==> src/rtl/boot_loader_pkg.sv <==
// rtl/boot_loader_pkg.sv - state codes, error codes and state decode helpers for boot_loader
package boot_loader_pkg;

   typedef logic [3:0] state_t;

   localparam state_t S_IDLE      = 4'd0;
   localparam state_t S_RECV_HI   = 4'd1;
   localparam state_t S_RECV_LO   = 4'd2;
   localparam state_t S_WR_SETUP  = 4'd3;
   localparam state_t S_WR_STROBE = 4'd4;
   localparam state_t S_WR_HOLD   = 4'd5;
   localparam state_t S_RECV_CSUM = 4'd6;
   localparam state_t S_RD_ADDR   = 4'd7;
   localparam state_t S_RD_SAMPLE = 4'd8;
   localparam state_t S_DONE      = 4'd9;
   localparam state_t S_ERROR     = 4'd10;

   localparam logic [1:0] ERR_NONE     = 2'd0;
   localparam logic [1:0] ERR_CSUM     = 2'd1;
   localparam logic [1:0] ERR_READBACK = 2'd2;

   // States in which the CPU owns the ROM port
   function automatic logic is_idle(input state_t s);
      return (s == S_IDLE) || (s == S_DONE) || (s == S_ERROR);
   endfunction

   // States in which a stream byte may be accepted
   function automatic logic is_recv(input state_t s);
      return (s == S_RECV_HI) || (s == S_RECV_LO) || (s == S_RECV_CSUM);
   endfunction

   // States in which the ROM is selected
   function automatic logic is_cs(input state_t s);
      return (s == S_WR_STROBE) || (s == S_RD_ADDR) || (s == S_RD_SAMPLE);
   endfunction

endpackage

==> src/rtl/boot_loader_byte_sum8.sv <==
// rtl/boot_loader_byte_sum8.sv - 8-bit wrapping accumulator with clear and two-operand add
module byte_sum8 (
   input  logic       clk,
   input  logic       rst_n,
   input  logic       clr,
   input  logic       en,
   input  logic [7:0] a,
   input  logic [7:0] b,
   output logic [7:0] sum
);

   // Clear wins over add; the sum wraps modulo 256
   always_ff @(posedge clk or negedge rst_n) begin
      if (!rst_n)
         sum <= 8'h00;
      else if (clr)
         sum <= 8'h00;
      else if (en)
         sum <= sum + a + b;
   end

endmodule

==> src/rtl/boot_loader.sv <==
// rtl/boot_loader.sv - loads the upper boot ROM words from a byte stream and verifies them by readback
module boot_loader
   import boot_loader_pkg::*;
#(
   parameter logic [3:0] BASE_ADDR = 4'h8,
   parameter int         NUM_WORDS = 8
) (
   input  logic        clk,
   input  logic        rst_n,
   input  logic        start,
   input  logic [7:0]  byte_in,
   input  logic        byte_valid,
   output logic        byte_ready,
   output logic        mem_cs,
   output logic        mem_we,
   output logic [3:0]  mem_addr,
   output logic [15:0] mem_wdata,
   input  logic [15:0] mem_rdata,
   output logic        busy,
   output logic        done,
   output logic [1:0]  error
);

   localparam int            CW       = $clog2(NUM_WORDS + 1);
   localparam logic [CW-1:0] LAST_CNT = CW'(NUM_WORDS - 1);

   state_t        state;
   state_t        state_nxt;
   logic [CW-1:0] cnt;
   logic [7:0]    csum;
   logic [7:0]    rx_sum;
   logic [7:0]    rd_sum;
   logic [7:0]    rd_total;
   logic          xfer;
   logic          last_word;
   logic          take_start;
   logic          rx_add;
   logic          rd_add;

   // Handshake and bookkeeping decodes from the registered state
   always_comb begin
      xfer       = byte_valid & byte_ready;
      last_word  = (cnt == LAST_CNT);
      take_start = start & is_idle(state);
      rx_add     = xfer & ((state == S_RECV_HI) | (state == S_RECV_LO));
      rd_add     = (state == S_RD_SAMPLE);
      rd_total   = rd_sum + mem_rdata[15:8] + mem_rdata[7:0];
   end

   byte_sum8 u_rx_sum (
      .clk   (clk),
      .rst_n (rst_n),
      .clr   (take_start),
      .en    (rx_add),
      .a     (byte_in),
      .b     (8'h00),
      .sum   (rx_sum)
   );

   byte_sum8 u_rd_sum (
      .clk   (clk),
      .rst_n (rst_n),
      .clr   (take_start),
      .en    (rd_add),
      .a     (mem_rdata[15:8]),
      .b     (mem_rdata[7:0]),
      .sum   (rd_sum)
   );

   // Next-state logic
   always_comb begin
      state_nxt = state;
      case (state)
         S_IDLE, S_DONE, S_ERROR: if (start) state_nxt = S_RECV_HI;
         S_RECV_HI:   if (xfer) state_nxt = S_RECV_LO;
         S_RECV_LO:   if (xfer) state_nxt = S_WR_SETUP;
         S_WR_SETUP:  state_nxt = S_WR_STROBE;
         S_WR_STROBE: state_nxt = S_WR_HOLD;
         S_WR_HOLD:   state_nxt = last_word ? S_RECV_CSUM : S_RECV_HI;
         S_RECV_CSUM: if (xfer) state_nxt = (byte_in == rx_sum) ? S_RD_ADDR : S_ERROR;
         S_RD_ADDR:   state_nxt = S_RD_SAMPLE;
         S_RD_SAMPLE: begin
            if (!last_word)
               state_nxt = S_RD_ADDR;
            else
               state_nxt = (rd_total == csum) ? S_DONE : S_ERROR;
         end
         default:     state_nxt = S_IDLE;
      endcase
   end

   // State, bus and status registers; strobes are flops decoded from the next state so they never glitch
   always_ff @(posedge clk or negedge rst_n) begin
      if (!rst_n) begin
         state      <= S_IDLE;
         byte_ready <= 1'b0;
         mem_cs     <= 1'b0;
         mem_we     <= 1'b0;
         busy       <= 1'b0;
         done       <= 1'b0;
         error      <= ERR_NONE;
         mem_addr   <= 4'h0;
         mem_wdata  <= 16'h0000;
         cnt        <= '0;
         csum       <= 8'h00;
      end else begin
         state      <= state_nxt;
         byte_ready <= is_recv(state_nxt);
         mem_cs     <= is_cs(state_nxt);
         mem_we     <= (state_nxt == S_WR_STROBE);
         busy       <= !is_idle(state_nxt);
         case (state)
            S_IDLE, S_DONE, S_ERROR: begin
               if (start) begin
                  done     <= 1'b0;
                  error    <= ERR_NONE;
                  cnt      <= '0;
                  mem_addr <= BASE_ADDR;
               end
            end
            S_RECV_HI: if (xfer) mem_wdata[15:8] <= byte_in;
            S_RECV_LO: if (xfer) mem_wdata[7:0]  <= byte_in;
            S_WR_HOLD: begin
               if (last_word) begin
                  cnt <= '0;
               end else begin
                  cnt      <= cnt + 1'b1;
                  mem_addr <= mem_addr + 4'd1;
               end
            end
            S_RECV_CSUM: begin
               if (xfer) begin
                  if (byte_in != rx_sum) begin
                     error <= ERR_CSUM;
                  end else begin
                     mem_addr <= BASE_ADDR;
                     csum     <= byte_in;
                  end
               end
            end
            S_RD_SAMPLE: begin
               if (last_word) begin
                  if (rd_total == csum)
                     done <= 1'b1;
                  else
                     error <= ERR_READBACK;
               end else begin
                  cnt      <= cnt + 1'b1;
                  mem_addr <= mem_addr + 4'd1;
               end
            end
            default: ;
         endcase
      end
   end

endmodule
==> config.mk <==
export PLATFORM = sky130hd
export DESIGN_NAME = boot_loader
export DESIGN_NICKNAME = d
export VERILOG_FILES = /design/src/rtl/boot_loader_pkg.sv /design/src/rtl/boot_loader_byte_sum8.sv /design/src/rtl/boot_loader.sv
export SDC_FILE = /design/constraint.sdc
export NUM_CORES = 1
export LEC_CHECK = 0
export ABC_AREA = 1
export ABC_CLOCK_PERIOD_IN_PS = 2900
export CAP_MARGIN = 0
export CORE_ASPECT_RATIO = 0.9
export CORE_MARGIN = 8
export CORE_UTILIZATION = 30
export DETAILED_ROUTE_END_ITERATION = 16
export SLEW_MARGIN = 5
export SYNTH_ARGS = -nofsm -noshare
export SYNTH_HDL_FRONTEND = slang
export SYNTH_SLANG_ARGS = --single-unit
==> constraint.sdc <==
create_clock -name clk -period 2.9 [get_ports clk]
set_clock_uncertainty 0.15 [all_clocks]
set_input_delay 0.58 -clock clk [delete_from_list [all_inputs] [get_ports clk]]
set_output_delay 0.58 -clock clk [all_outputs]
set_load 0.02 [all_outputs]
==> summary.txt, run 1 <==
Critical path
  – Setup crit end kind: flip-flop
  – CP required: 2.97 ns
  – CP max FO: 5
  – Worst path arrival time: 3.07 ns
  – CP startpoint kind: input pin
  – WS Path Type: in2reg

Cells and area
  – # diodes: 0
  – Non-Filler Instances: 698
  – Layout cells sized above 1: 18.77%
  – Area grow syn2layout: 35.45%
  – Core Util, Final: 41.22%
  – Finished Cell Area: 0.004938 sq mm
  – Final #Nets: 585

Yosys
  – Avg Inst Size Synth: 8.049 sq um
  – Mapped Nets: 505
  – Commonest cells post-synth: nand2_1 (117), inv_1 (62), dfrtp_1 (59), o21ai_0 (34), nand3_1 (33)
  – Distinct cells, synth: 39
  – Area contributors post-synth: dfrtp_1 (40%), nand2_1 (12%), inv_1 (6.4%)
  – Seq/Total Area, Yosys: 40.49%
  – Mapped cell area: 0.003646 sq mm
  – Dominant cell type by area after synthesis: dfrtp_1
  – Post-synth EDFFs: 0
  – Most numerous cell in the Yosys netlist: nand2_1
  – Ys Warns: 0
  – Register bit total from synthesis: 59
  – Primary FF master, synth: dfrtp_1
  – Share of the synthesized area in the top cell type: 40.49%
  – Gate Count Post-Synth: 453
  – Post-synthesis async set-or-reset flop share: 100.0%

STA
  – Final setup fails: 5
  – Achievable Freq: 333.7 MHz
  – Max Slew Vio Count: 0
  – Final hold slack: 0.1068 ns
  – Crit path time final: 2.997 ns
  – Final-report hold violation count: 0
  – Fin crit share: 103.3%
  – Max_slew headroom: 59.73%
  – Final worst slack: -0.09711 ns
  – RSZ-0062 raised after global routing: true
  – Tightest Pin Transition: 0.6041 ns

Place
  – Port buffer count: 54
  – Post-DP Area: 0.004499 sq mm
  – Placed Cells: 678
  – Placer Congestion: 0.8727
  – DP HPWL: 7242 microns

Clock tree
  – Worst-skew pair later-pin latency: 0.33 ns
  – Inserted Clock Buffers: 9
  – Clock net sink count: 59
  – H-tree levels: 3
  – Clock Tree Root: clkbuf_16
  – Clock Tree Buf Depth: 2
  – TritonCTS clock tree: yes
  – Worst-path clk slew: 0.05 ns

GRT
  – Total gr overflow: 0
  – Number of global-route vias before repair: 3347
  – GRT Resource Usage Total: 12.53%
  – Global-route wire length before repair: 16290 microns
  – Largest net degree at the start of global routing: 37
  – Initial antenna violation count: 0

Power and ir drop
  – Tot Pwr: 4.716 mW
  – Worst VDD drop: 0.0003466 V
  – Power per cell area: 954.9 mW/mm^2
  – LEAKAGE: 2.384 nW

Drt
  – Antenna Nets Post-Route: 0
  – DRT Wirelength: 9477 microns
  – Drt first pass iters: 4
  – Initial drt markers: 131
  – Via count: 3249
  – DR WL/cell: 13.58 microns
  – DRC errors left: 0
  – Vias per inst: 4.655

Floorplanning
  – Die extent in x: 132.2 microns
  – Initial Util: 30.43%
  – Die ar.: 0.01594 sq mm
  – Core area: 0.01198 sq mm
  – Io pins: 55
  – Die height: 120.6 microns
  – Rows: 38

Status
  – Outcome: finished with violations
  – Violated checks: setup timing

Flow run
  – Max-Cap Viols: 0

Hold path
  – Hold Crit Class: in2async
per-layer routing:
metal | vias to the layer above | part of all wire (%) | track usage [%]
li1 | 1625 | - | -
met1 | 1541 | 47 | 15.88
met2 | 71 | 46 | 20.10
met3 | 12 | 4.4 | 2.570
met4 | 0 | 2.0 | 6.237
met5 | - | 0 | 0
flip-flops by register name, indices dropped and copies added, names as in the netlist:
signal,cells
mem_wdata,16
state,4
byte_ready,1
mem_cs,1
csum,8
mem_addr,4
mem_we,1
cnt,4
u_rx_sum.sum,8
busy,1
u_rd_sum.sum,8
done,1
error,2
cell families (layout without fill, tap and decap cells):
family	after synthesis	count (layout)	share of synthesized area, %
compound gates	65	65	10.06
mux	1	1	0.2745
buf+inv	75	160	8.064
fa+ha+maj	24	24	10.09
xor+xnor	7	7	1.682
simple gates	222	222	29.34
flops	59	59	40.49
final timing paths:
path | end | startpoint | cells after the start | slack, ns
setup reg to reg | byte_ready | u_rd_sum.sum[1] | 16 | -0.08
max in group asynchronous | mem_we | rst_n | 2 | 1.88
hold reg to reg | mem_wdata[2] | mem_wdata[2] | 2 | 0.34
min in group clk | mem_wdata[2] | mem_wdata[2] | 2 | 0.34
hold / removal | mem_wdata[0] | rst_n | 1 | 0.11
setup / recovery | byte_ready | mem_rdata[3] | 18 | -0.1
where the power goes:
part           switching [mW]  internal (mW)  total [mW]  leakage (nW)
registers               0.173           1.07        1.24         0.777
clock network           0.381          0.683        1.06         0.145
logic                    1.40           1.01        2.41          1.46
total                    1.95           2.77        4.72          2.38
critical path, stage by stage:
cell	delay (ns)
clkdlybuf4s50_1	0.50
fa_1	0.47
ha_4	0.28
nand2_1	0.08
inv_1	0.05
nand2_1	0.07
nand3b_1	0.10
buf_4	0.14
nand3b_1	0.07
nand2_1	0.08
nor2_4	0.16
nand3_2	0.09
nand2_2	0.08
nand2_4	0.07
inv_2	0.08
nand2_2	0.05
nand2_2	0.07
nor2_2	0.04
through the flow:
step	setup TNS, ns	worst slack [ns]
after floorplan	-0.2660	-0.08645
after global placement	-5.582	-0.7309
after detailed placement	-5.699	-0.7328
after CTS	-0.2671	-0.08111
after global routing	-1.384	-0.2633
final	-0.3172	-0.09711
area by class of cell:
| cell class | count | area, sq um |
|---|---|---|
| well taps | 160 | 200.2 |
| clock inverters | 5 | 52.55 |
| repair buffers | 73 | 686.9 |
| inverters | 71 | 279.0 |
| multi-input cells | 319 | 2001 |
| clock buffers | 11 | 242.7 |
| flip-flops and latches | 59 | 1476 |
| fillers | 1207 | 7043 |
layout by cell type, fill, tap and decap left out, types with 5 or more instances in the layout:
| cell type | Yosys | layout |
|---|---|---|
| nor3_1 | 5 | 5 |
| dfrtp_1 | 59 | 59 |
| a21oi_1 | 11 | 10 |
| inv_1 | 62 | 59 |
| nor2_2 | 10 | 12 |
| nor2_1 | 25 | 22 |
| nand2_2 | 5 | 10 |
| o21ai_0 | 34 | 33 |
| inv_2 | 7 | 10 |
| nand2_1 | 117 | 111 |
| ha_1 | 15 | 10 |
| nand4_1 | 5 | 5 |
| clkdlybuf4s50_1 | 0 | 46 |
| fa_1 | 9 | 7 |
| clkbuf_16 | 0 | 9 |
| buf_4 | 0 | 17 |
| nand3_1 | 33 | 30 |
| o21ai_1 | 7 | 8 |
| nor2_4 | 5 | 6 |
| nand3b_1 | 6 | 6 |
what timing repair did:
action / 4_1_cts / 5_1_grt
gates cloned: 0 / 0
gates resized for setup: 23 / 18
setup endpoints to repair: 8 / 8
pin swaps: 12 / 6
setup buffers: 2 / 2
hold buffers: 0 / 0
Note: power is estimated with default switching activity, not from simulation.
==> run 2, diff against run 1 <==
Settings changed: CORE_UTILIZATION 30 to 31.
==> run 2 against run 1 <==
  * The run still ends with setup timing left
  * Combinational power is essentially flat
  * First-iteration DRC count increased by 36%
  * Utilization up 2.2 points
  * Non-clock buffer count is the same
  * Total power is 0.91% higher
  * Clock power rose by 5%
  * Count of clock-buffer cells in the layout down 2
  * Global-route usage rose by 0.25 points
  * Via count decreased by 0.80%
  * Die area decreased by 2.8%
  * Worst hold slack gained 0.16 ns
==> summary.txt, run 2 (synthesis gave the netlist of run 1 again) <==
GRT
  – Total gr overflow: 0
  – Initial antenna violation count: 0
  – GRT Resource Usage Total: 12.78%
  – Largest net degree at the start of global routing: 60
  – Global-route wire length before repair: 15930 microns
  – Number of global-route vias before repair: 3231

Clock tree
  – Inserted Clock Buffers: 9
  – Clock net sink count: 59
  – Clock Tree Buf Depth: 2
  – Worst-skew pair later-pin latency: 0.33 ns
  – Worst-path clk slew: 0.06 ns
  – Hold-fix buffers at CTS: 0
  – TritonCTS clock tree: yes
  – Clock Tree Root: clkbuf_16
  – H-tree levels: 3

Drt
  – DRT Wirelength: 9300 microns
  – Met2 routed WL: 4109 microns
  – Initial drt markers: 178
  – Top Layer Used: met4
  – Drt first pass iters: 4
  – Antenna Nets Post-Route: 0
  – Via count: 3223
  – DRC errors left: 0
  – Met1 WL: 4514 microns
  – Vias per inst: 4.644
  – Wire length on met3: 597 microns
  – DR WL/cell: 13.40 microns

Place
  – Placer Congestion: 0.8785
  – DP HPWL: 7021 microns
  – Placed Cells: 675
  – Port buffer count: 54

Cells and area
  – Most frequent cells in the layout: nand2_1 (110), inv_1 (59), dfrtp_1 (59)
  – Largest register FFs: 16
  – Area grow syn2layout: 36.07%
  – # diodes: 0
  – Final #Nets: 585
  – Commonest non-fill, non-tap cell in the layout: nand2_1
  – Non-Filler Instances: 694
  – Layout cells sized above 1: 19.89%
  – Biggest register: mem_wdata

Power and ir drop
  – Switching Power: 1.989 mW
  – Clock share of power: 23.2%
  – Internal power: 2.770 mW
  – Power per cell area: 959.2 mW/mm^2
  – Comb pwr share: 50.8%
  – Switching share of power: 41.80%
  – LEAKAGE: 2.402 nW
  – Worst VDD drop: 0.0003832 V
  – Flop pwr share: 26.0%

Floorplanning
  – Die extent in x: 130.3 microns
  – Die height: 118.9 microns
  – Core area: 0.01143 sq mm
  – Rows: 37
  – Initial Util: 31.89%
  – Die ar.: 0.01549 sq mm
  – Io pins: 55

STA
  – Final worst slack: -0.1038 ns
  – Fin crit share: 103.6%
  – Max_slew headroom: 48.16%
  – Crit path time final: 3.004 ns
  – Tightest Pin Transition: 0.7777 ns
  – Final setup fails: 5
  – Final-report hold violation count: 0
  – Max Slew Vio Count: 0
  – Final TNS setup: -0.3126 ns
  – RSZ-0062 raised after global routing: true
  – Achievable Freq: 332.9 MHz

Critical path
  – Register-to-Register Path Depth: 14
  – Worst reg2reg setup slack: -0.10 ns
  – CP startpoint kind: input pin
  – Setup crit end kind: flip-flop
  – WS Path Type: in2reg
  – Worst R2R End: byte_ready
  – CP required: 2.97 ns
  – CP max FO: 5
  – Reg2Reg Launch Point: u_rd_sum.sum[1]
  – Worst path arrival time: 3.07 ns

Hold path
  – Hold Crit Class: in2async

Status
  – Outcome: finished with violations
  – Violated checks: setup timing

Flow run
  – Max-Cap Viols: 0
[run 2: critical path, cell delays in order]
cell and delay, ns:
buf_6 0.09, fa_1 0.56, ha_2 0.20, inv_2 0.04
fa_2 0.54, xor2_1 0.14, nand3_1 0.09, nor2_2 0.11
nand3_2 0.10, nor2_4 0.16, nand4_4 0.17, nand3_2 0.13
nand2_1 0.06, nand2_1 0.07, nor2_2 0.04
[run 2: worst max path at each step]
stage | start | end | slack, ns | cells after the start
global route | u_rd_sum.sum[1] | byte_ready | -0.27 | 15
finish | mem_rdata[9] | byte_ready | -0.10 | 15
floorplan | mem_rdata[1] | byte_ready | -0.09 | 16
global placement | mem_rdata[1] | byte_ready | -0.73 | 17
detailed placement | mem_rdata[1] | byte_ready | -0.79 | 15
CTS | u_rd_sum.sum[1] | byte_ready | -0.15 | 16
[run 2: final cells by class]
type / instances / area [sq um]
flip-flops and latches: 59 / 1476
inverters: 71 / 279.0
clock buffers: 9 / 225.2
fillers: 1135 / 6474
multi-input cells: 319 / 2021
repair buffers: 73 / 680.7
well taps: 156 / 195.2
clock inverters: 7 / 83.83
[run 2: power by group through the flow]
stage               clock [mW]  combinational, mW  sequential, mW
floorplan                    0               1.33            1.38
global placement             0               2.21            1.25
detailed placement           0               2.26            1.25
CTS                       1.13               2.33            1.24
global route              1.18               2.70            1.27
finish                    1.11               2.42            1.24
[run 2: timing repair]
| item | 4_1_cts | 5_1_grt |
|---|---|---|
| setup buffers | 1 | 2 |
| gates resized for setup | 24 | 24 |
| pin swaps | 12 | 12 |
| endpoints found under the setup margin | 9 | 8 |
[run 2: routing by layer]
layer	vias up	track usage (%)
met5	-	0
met4	0	3.988
met3	8	3.657
met2	68	19.12
met1	1511	17.36
li1	1636	-
[run 2: through the flow]
stage / hold WS [ns] / cell area (sq um) / total power, mW / worst slack, ns / util, %
finish: 0.2689 / 4961 / 4.759 / -0.1038 / 43.39
floorplan: 0.1344 / 3654 / 2.710 / -0.08645 / -
global placement: 0.3241 / 4489 / 3.461 / -0.7265 / 39.26
CTS: 0.2952 / 4851 / 4.696 / -0.1478 / 42.42
detailed placement: 0.3274 / 4489 / 3.511 / -0.7918 / 39.26
global route: 0.3410 / 4961 / 5.149 / -0.2676 / 43.39
==> RTL edit 1 (settings of run 1) <==
`NUM_WORDS`: 8 -> 32.
--- a/src/rtl/boot_loader.sv
+++ b/src/rtl/boot_loader.sv
@@ -3,7 +3,7 @@
    import boot_loader_pkg::*;
 #(
    parameter logic [3:0] BASE_ADDR = 4'h8,
-   parameter int         NUM_WORDS = 8
+   parameter int         NUM_WORDS = 32
 ) (
    input  logic        clk,
    input  logic        rst_n,
Formal check against the unedited RTL: no difference found for any inputs over 10 cycles, from zero or initial values and one cycle with rst_n low; that may be too few to reach the edited logic, so the function may still have changed.
==> RTL edit 1 against run 1 <==
The run still ends with negative setup slack left. Total power grew 1.3%. Worst setup slack better by 0.070 ns. Design area grew 1.2%. Clock power grew 10%. Wire length up 0.79%. Synthesized area rose by 0.17%. Global-route usage barely moved. Sequential cell count is 2 higher. Critical path depth is 4 lower. Hold slack improved by 0.15 ns. First-iteration DRC count increased by 18%. Non-clock buffer count is 6 higher.
==> RTL edit 1: results (changes against run 1) <==
Run status
  – Run status: finished with violations
  – Violations in the final reports: negative setup slack

Placement
  – DPL Wire Length: 7309 µm (+0.92%)
  – Placed Cells incl. Taps: 696 (+2.7%)

Critical path
  – Slowest library cell on the worst path: fa_1
  – Largest stage delay, worst path: 0.54 ns (+0.04 ns)
  – Crit path launch: mem_rdata[1]
  – Critical path destination: busy
  – Cell family with the largest share of critical-path delay: adder cells

Synth
  – Post-Syn Nets: 517 (+2.4%)
  – Largest cells by area after synthesis: dfrtp_1 42%, nand2_1 12%, inv_1 6.7%, nand3_1 5.5%, o21ai_0 5.3%
  – Mapped Cells: 465 (+2.6%)
  – Sequential fraction of the synthesis area: 0.4180 (+0.01301)
  – Post-synthesis average cell area: 7.854 µm² (-2.4%)

Route
  – Sum of met3 wire segment lengths after detailed routing: 439 µm (+4.8%)
  – Number of vias per cell after detailed routing: 4.538 (-2.5%)
  – Aggregate routed wire length: 9552 µm (+0.79%)
  – Detailed-route wire length on metal 1: 4990 µm (+11%)

Timing
  – Worst setup margin: -0.02679 ns (+0.07032 ns)
  – Count of endpoints failing setup in the final report: 3 (-2)
  – Slew at the pin closest to its max-slew limit: 0.8234 ns (+0.2194 ns)

Global route
  – Routing usage on met1: 0.1706 (+0.01184)
  – GR Layer Usage met3: 0.03690 (+0.01119)
  – Pin count of the biggest net entering global routing: 62 (+68%)
  – Global-route total usage across every layer: 0.1248 (-0.0004676)

Power
  – P_sw: 0.001911 W (-2.0%)
  – Comb. pwr: 0.00235 W (-2%)

Cells and area
  – # clk buffers: 10 (-1)
  – Inverter count: 76 (+7.0%)
  – Number of non-clock buffers: 79 (+8.2%)

Clock tree
  – Number of buffers inserted to repair setup after CTS: 3 (+1)
  – Count of instances resized after the clock tree is built: 18 (-22%)
[RTL edit 1: changes by cell type after synthesis, moves of 5 or more]
cell	run 1	this run
nor2_1	25	33
nand3_1	33	40
nor2_2	10	4
o21ai_0	34	39
o21ai_1	7	2
[RTL edit 1: worst register-to-register path, cell delays in order (launching register included)]
cell and delay [ns]:
dfrtp_1 0.38, fa_1 0.50, ha_2 0.19, inv_2 0.04, fa_2 0.53, xor2_1 0.14, nand3_1 0.08, nor2_1 0.11
nand2_1 0.09, nor2_4 0.12, nand4_1 0.17, nand3_2 0.15, nor2_1 0.05, a21oi_1 0.14
[RTL edit 1: kinds of logic after synthesis]
logic type,Yosys count,synth area share
XOR/XNOR,9,0.02158
buffers and inverters,81,0.08462
flip-flops,61,0.4180
AND/OR/NAND/NOR,222,0.2693
multiplexers,1,0.002741
adder cells (fa/ha/maj),24,0.1007
AO/OA/AOI/OAI,67,0.1031
==> RTL edit 2 (flow settings as in run 1) <==
Made on the original files. Make the reset (`rst_n`) synchronous in 2 clocked blocks.
--- a/src/rtl/boot_loader_byte_sum8.sv
+++ b/src/rtl/boot_loader_byte_sum8.sv
@@ -10,7 +10,7 @@
 );
 
    // Clear wins over add; the sum wraps modulo 256
-   always_ff @(posedge clk or negedge rst_n) begin
+   always_ff @(posedge clk) begin
       if (!rst_n)
          sum <= 8'h00;
       else if (clr)
--- a/src/rtl/boot_loader.sv
+++ b/src/rtl/boot_loader.sv
@@ -90,7 +90,7 @@
    end
 
    // State, bus and status registers; strobes are flops decoded from the next state so they never glitch
-   always_ff @(posedge clk or negedge rst_n) begin
+   always_ff @(posedge clk) begin
       if (!rst_n) begin
          state      <= S_IDLE;
          byte_ready <= 1'b0;
Behaviour: differs if rst_n is asserted again (counterexample within 4 cycles, from zero or initial values and one cycle with rst_n low); with rst_n held inactive, the same outputs for 10 cycles.
==> RTL edit 2 against run 1 <==
The run still ends with negative setup slack left. Cell count up 9.3%. Die area is 3.7% lower. Critical path depth unchanged. Via count up 7.0%. Design area is 2.1% lower. Wire length grew 1.6%. Synthesized area shrank 4.2%. Sequential cell count is the same. Maximum frequency shrank 3.6%. Worst setup slack got worse by 0.11 ns. Critical path type unchanged. Largest cell class unchanged. Highest routed layer unchanged.
Power is not compared: it rests on default switching activity, and its combinational part moved more than twofold at a synthesized area within 25%.
==> RTL edit 2: results (changes against run 1) <==
Critical path
  – Top fanout value on the critical path: 4 (-1)
  – Slowest library cell on the worst path: fa_2
  – Largest stage delay, worst path: 0.62 ns (+0.12 ns)
  – Cell family with the largest share of critical-path delay: adder cells
  – Length in cells of the worst reg-to-reg path: 20 (+4)
  – Critical Path AT: 3.17 ns (+0.10 ns)

Synth
  – Mux share of post-synthesis cell area: 0 (-0.002745)
  – Netlist cell types: 35 (-10%)
  – Top cells by count, synth: 122 x nand2_1, 77 x inv_1, 59 x dfxtp_1
  – Mapped Cells: 509 (+12%)
  – Post-synthesis share of cell area spent on full adders, half adders and majority gates: 0.1053 (+0.004446)
  – Sequential fraction of the synthesis area: 0.3382 (-0.06671)

Global route
  – Wire length of the first global-routing pass: 16100 µm (-1.1%)

Clock tree
  – Count of instances resized after the clock tree is built: 32 (+39%)

Cells and area
  – Share of post-route cells with drive strength above 1: 0.1680 (-0.01969)
  – # clk buffers: 12 (+1)
  – Relative area of non-clock buffer cells in the final design: 0.1694 (+0.03033)
  – Layout multi-input combinational cell count: 355 (+11%)
  – Final layout net count: 655 (+12%)

Route
  – Sum of met3 wire segment lengths after detailed routing: 499 µm (+19%)
  – Wire length per cell: 12.62 µm (-7.0%)

Run status
  – Run status: finished with violations
  – Violations in the final reports: negative setup slack

Timing
  – Worst setup margin: -0.2087 ns (-0.1116 ns)
  – Count of endpoints failing setup in the final report: 7 (+2)
  – Worst hold margin: 0.3088 ns (+0.2020 ns)

Placement
  – Placed Cells incl. Taps: 745 (+9.9%)
  – Post-detailed-placement cell area: 4468 µm² (-0.70%)
==> RTL edit 2: changes by cell type in the layout (fill, tap and decap cells not counted), sizes merged, moves of 4 or more <==
cell | run 1 | this run
a211oi | 0 | 4
nand3b | 6 | 1
nand3 | 34 | 42
dfrtp | 59 | 0
nor2 | 41 | 56
a21oi | 11 | 49
o21ai | 43 | 21
dlygate4sd2 | 3 | 8
dfxtp | 0 | 59
buf | 22 | 40
inv | 71 | 86
nor3 | 5 | 9
==> RTL edit 2: worst max path at each step <==
| stage | start | end | slack, ns |
|---|---|---|---|
| after global placement | mem_rdata[9] | busy | -0.98 |
| final | mem_rdata[10] | byte_ready | -0.21 |
| after detailed placement | mem_rdata[9] | busy | -1.04 |
| after floorplan | mem_rdata[9] | busy | -0.25 |
| after global routing | mem_rdata[9] | busy | -0.42 |
| after CTS | u_rd_sum.sum[1] | busy | -0.17 |
==> RTL edit 2: worst min-delay path, cell delays in order, from the launching register on <==
cell and delay (ns):
dfxtp_1 0.30, nand2_1 0.06, a21oi_1 0.05
